--- src/rtl/fetch_stage.sv ---
// Instruction-fetch stage: PC, single-outstanding imem requests, IF/ID register.
// Handles stall/flush and execute redirects, dropping stale in-flight responses.
module fetch_stage #(
  parameter logic [31:0] RESET_PC  = 32'h0000_0000,
  parameter logic [31:0] NOP_INSTR = 32'h0000_0013
) (
  input  logic        clk,
  input  logic        rst,
  input  logic        StallF,
  input  logic        StallD,
  input  logic        FlushD,
  input  logic        PCSrcE,
  input  logic [31:0] PCTargetE,
  output logic        imem_req,
  output logic [31:0] imem_addr,
  input  logic [31:0] imem_rdata,
  input  logic        imem_valid,
  output logic [31:0] PCF,
  output logic [31:0] InstrD,
  output logic [31:0] PCD,
  output logic [31:0] PCPlus4D,
  output logic        ValidD
);

  typedef enum logic [1:0] {
    FETCH,
    HOLD,
    DRAIN
  } state_t;

  state_t      state;
  state_t      state_n;
  logic [31:0] pcf_n;
  logic [31:0] reqpc;
  logic [31:0] hold_instr;
  logic [31:0] hold_pc;
  logic        stall;
  logic        deliver;
  logic        buf_wr;
  logic        new_req;
  logic [31:0] dinstr;
  logic [31:0] dpc;

  assign imem_addr = reqpc;

  always_comb begin
    stall    = StallF | StallD;
    state_n  = state;
    pcf_n    = PCF;
    deliver  = 1'b0;
    buf_wr   = 1'b0;
    dinstr   = imem_rdata;
    dpc      = PCF;
    imem_req = 1'b0;
    unique case (state)
      FETCH: begin
        imem_req = 1'b1;
        if (imem_valid) begin
          if (PCSrcE) begin
            pcf_n = PCTargetE;
          end else if (!stall) begin
            deliver = 1'b1;
            pcf_n   = PCF + 32'd4;
          end else begin
            buf_wr  = 1'b1;
            state_n = HOLD;
          end
        end else if (PCSrcE) begin
          pcf_n   = PCTargetE;
          state_n = DRAIN;
        end
      end
      HOLD: begin
        dinstr = hold_instr;
        dpc    = hold_pc;
        if (PCSrcE) begin
          pcf_n   = PCTargetE;
          state_n = FETCH;
        end else if (!stall) begin
          deliver = 1'b1;
          pcf_n   = PCF + 32'd4;
          state_n = FETCH;
        end
      end
      DRAIN: begin
        imem_req = 1'b1;
        if (PCSrcE) pcf_n = PCTargetE;
        if (imem_valid) state_n = FETCH;
      end
      default: state_n = FETCH;
    endcase
    if (rst) imem_req = 1'b0;
  end

  // a fresh request latches the PC it will fetch from
  assign new_req = (state_n == FETCH) &&
                   ((state == HOLD) || imem_valid);

  always_ff @(posedge clk) begin
    if (rst) begin
      state      <= FETCH;
      PCF        <= RESET_PC;
      reqpc      <= RESET_PC;
      hold_instr <= NOP_INSTR;
      hold_pc    <= RESET_PC;
    end else begin
      state <= state_n;
      PCF   <= pcf_n;
      if (new_req) reqpc <= pcf_n;
      if (buf_wr) begin
        hold_instr <= imem_rdata;
        hold_pc    <= PCF;
      end
    end
  end

  always_ff @(posedge clk) begin
    if (rst || FlushD) begin
      InstrD   <= NOP_INSTR;
      PCD      <= 32'd0;
      PCPlus4D <= 32'd0;
      ValidD   <= 1'b0;
    end else if (StallD) begin
      InstrD   <= InstrD;
    end else if (deliver) begin
      InstrD   <= dinstr;
      PCD      <= dpc;
      PCPlus4D <= dpc + 32'd4;
      ValidD   <= 1'b1;
    end else begin
      InstrD   <= NOP_INSTR;
      PCD      <= 32'd0;
      PCPlus4D <= 32'd0;
      ValidD   <= 1'b0;
    end
  end

endmodule

--- config.mk ---
export PLATFORM = sky130hd
export DESIGN_NAME = fetch_stage
export DESIGN_NICKNAME = d
export VERILOG_FILES = /design/src/rtl/fetch_stage.sv
export SDC_FILE = /design/constraint.sdc
export NUM_CORES = 1
export LEC_CHECK = 0
export BUFFER_PORTS_ARGS = -buffer_cell sky130_fd_sc_hd__buf_2
export CAP_MARGIN = 20
export CORE_MARGIN = 1
export CORE_UTILIZATION = 49
export DETAILED_ROUTE_END_ITERATION = 16
export HOLD_SLACK_MARGIN = 0.02
export PLACE_DENSITY = 0.76
export SLEW_MARGIN = 10
export SYNTH_ARGS = -nofsm -noshare
export SYNTH_HDL_FRONTEND = slang
export SYNTH_SLANG_ARGS = --single-unit
--- constraint.sdc ---
create_clock -name clk -period 2.6 [get_ports clk]
set_input_delay 0.26 -clock clk [delete_from_list [all_inputs] [get_ports clk]]
set_output_delay 0.26 -clock clk [all_outputs]
set_load 0.05 [all_outputs]
==> results.txt <==
Initial drt markers: 970
CP max FO: 23
Wire length per cell: 17.85 um
Die extent in x: 145.8 um
Grt met1 use: 42.56%
Vias post-DR: 10,576
Vias per Instance: 5.751
Reg power frac: 44.1%
Worst Path Required: 3.01 ns
Slew HR: 53.14%
Synth async-reset ratio: 0%
Reg2reg path depth: 7
Die Y: 145.8 um
Nets: 1,624
Leading register cell type out of synthesis: dfxtp_1
Post-Synthesis Cell Area: 10,130 um2
FP Rows: 52
Peak VDD IR: 0.4737 mV
Total of max-cap violations: 0
IO buf count: 232
Commonest cells after routing, fill and taps aside: 308 x nand2_1, 231 x buf_2, 224 x dfxtp_1, 173 x a21oi_1, 136 x nor2_1
Setup crit start kind: register
DRT Wirelength: 32,820 um
Syn. warnings: 0
Switch share: 27.81%
Antenna violations before repair: 1
Inserted Clock Buffers: 24
Top Usage Layer GRT: met2
Syn-to-layout area delta: 26.61%
Clock Tree Buf Depth: 3
Synth unique cells: 80
Least-Margin Pin Slew: 0.7028 ns
Gates resized, CTS repair: 0
Period utilization: 94.42%
Worst clock skew: 0.01422 ns
TritonRoute pass-1 iters: 5
Root Driver: clkbuf_16
Design Area, Final: 12,830 um2
DP HPWL: 22,650 um
Syn avg cell area: 7.763 um2
Total Power Consumption: 8308 uW
Syn Inst Count: 1,305
TritonCTS clock tree: built
Area contributors post-synth: dfxtp_1 44%, nand2_1 11%, a21oi_1 8.6%
Minimum clock period: 2.455 ns
Cts hold-fix bufs: 34
FMAX: 0.4074 GHz
Share of layout cells above drive strength 1: 23.15%
Register-to-register setup slack: 0.15 ns
Cell accounting for the most synthesized area: dfxtp_1
Post-route DRC: 0
Core ar.: 20,230 um2
Starting Density: 50.07%
Worst reg2reg path startpoint: state[1]
CTS sink count: 225
Worst r2r dst: PCPlus4D[29]
Grt total ovfl: 0
Power share of the clock group: 41.5%
Gate power share: 14.4%
CP endpoint kind: register
Worst Hold Class: in -> reg
RSZ-0062 raised after global routing: false
Final Util: 63.39%
Number of flops mapped to enable cells by yosys: 0
Vias in the first global route: 9,832
Largest net degree at the start of global routing: 65
DP Worst Slack: 0.1726 ns
Final hold vios: 0
Setup ws final: 0.1451 ns
Syn nets: 1,378
Status: completed
Clk slew on worst S/H paths: 0.06 ns
Worst setup path end: PCPlus4D[29]
DIE AREA: 21,250 um2
Met2 Usage GRT: 45.41%
Area post-placement: 11,680 um2
Critical Path AT: 2.87 ns
Switching power total: 2310 uW
Commonest non-fill, non-tap cell in the layout: nand2_1
Setup TNS: 0 ns
Worst Setup SP: state[1]
Synth top area share: 44.46%
Gr usage total: 30.16%
Clock latency on the worst-skew pair: 0.52 ns
Setup violators final: 0
Num ports: 233
Seq cells post-synth: 225
Leakage: 0.005519 uW
# H-tree levels: 1
Critical path class: reg -> reg
Sequential area share after synthesis: 44.46%
Routed Antenna Nets: 0
GRT met3 Usage: 5.643%
Int Pwr: 5998 uW
Post-CTS setup repair buffer count: 0
Pwr dens: 647.7 nW/um2
Placer congestion estimate: 0.9769
First-pass GRT wire length: 52,030 um
Slew Viols, Final: 0
## registers in the layout, indices dropped and copies added, names as in the netlist
name        count
InstrD         32
PCD            32
PCF            32
hold_instr     32
hold_pc        32
imem_addr      32
PCPlus4D       30
state           2
ValidD          1
## cell usage after synthesis, types with 12 or more instances
master / number
nor3_1: 22
dfxtp_1: 225
clkbuf_1: 77
o31ai_1: 12
nand2_1: 309
o21ai_0: 50
a22oi_1: 22
nand3_1: 23
nor2_1: 136
mux2i_1: 22
a31oi_1: 13
a21oi_1: 174
and3_1: 23
## metrics by stage
| stage | std cells | hold slack (ns) |
|---|---|---|
| CTS | 1838 | 0.02437 |
| finish | 1839 | 0.04028 |
| global placement | 1761 | 0.4311 |
| detailed placement | 1761 | 0.4349 |
| global route | 1839 | 0.03157 |
| floorplan | 1305 | 0.3842 |
## final cells by class
cell class              count  area [um2]
inverters                   5       18.77
fillers                  1767        7407
clock inverters             6       91.34
flip-flops and latches    225        4506
multi-input cells         975        5215
well taps                 270       337.8
repair buffers            320        1947
clock buffers              37       709.4
diodes                      1       2.502
## worst min path at each step
stage / slack, ns / cells past startpoint / startpoint / to
final: 0.04 / 3 / PCTargetE[26] / PCF[26]
after global placement: 0.43 / 2 / PCPlus4D[19] / PCPlus4D[19]
after global routing: 0.03 / 3 / PCTargetE[26] / PCF[26]
after floorplan: 0.38 / 2 / imem_rdata[0] / hold_instr[0]
after detailed placement: 0.43 / 2 / PCPlus4D[23] / PCPlus4D[23]
after CTS: 0.02 / 3 / PCTargetE[26] / PCF[26]
## per-layer routing
| layer | up-vias | routed length, um | share of wire [%] |
|---|---|---|---|
| li1 | 5003 | - | - |
| met4 | 0 | 1224 | 3.7 |
| met2 | 578 | 14200 | 43 |
| met5 | - | 0 | 0 |
| met1 | 4896 | 14220 | 43 |
| met3 | 99 | 3186 | 9.7 |
## critical path: stages, from the launching register on
cell and delay, ns:
dfxtp_1 0.42, nand2b_4 0.31, buf_12 0.22, mux2i_2 0.31
nand4b_4 0.23, nor4_4 0.45, nand2_1 0.13, a32o_1 0.27
## logic make-up after synthesis
logic type / after synthesis / synth area share, %
buf+inv: 105 / 4.335
mux: 34 / 3.643
fa+ha+maj: 2 / 0.2470
compound gates: 329 / 19.04
flops: 225 / 44.46
simple gates: 589 / 26.45
xor+xnor: 21 / 1.815
## power groups by stage
stage / logic, uW / registers, uW / clock network [uW]
after floorplan: 500 / 3970 / 0
after global placement: 1120 / 3730 / 0
after detailed placement: 1130 / 3730 / 0
after CTS: 1180 / 3660 / 3500
after global routing: 1270 / 3670 / 3610
final: 1200 / 3660 / 3450
(Power assumes the default switching activity.)
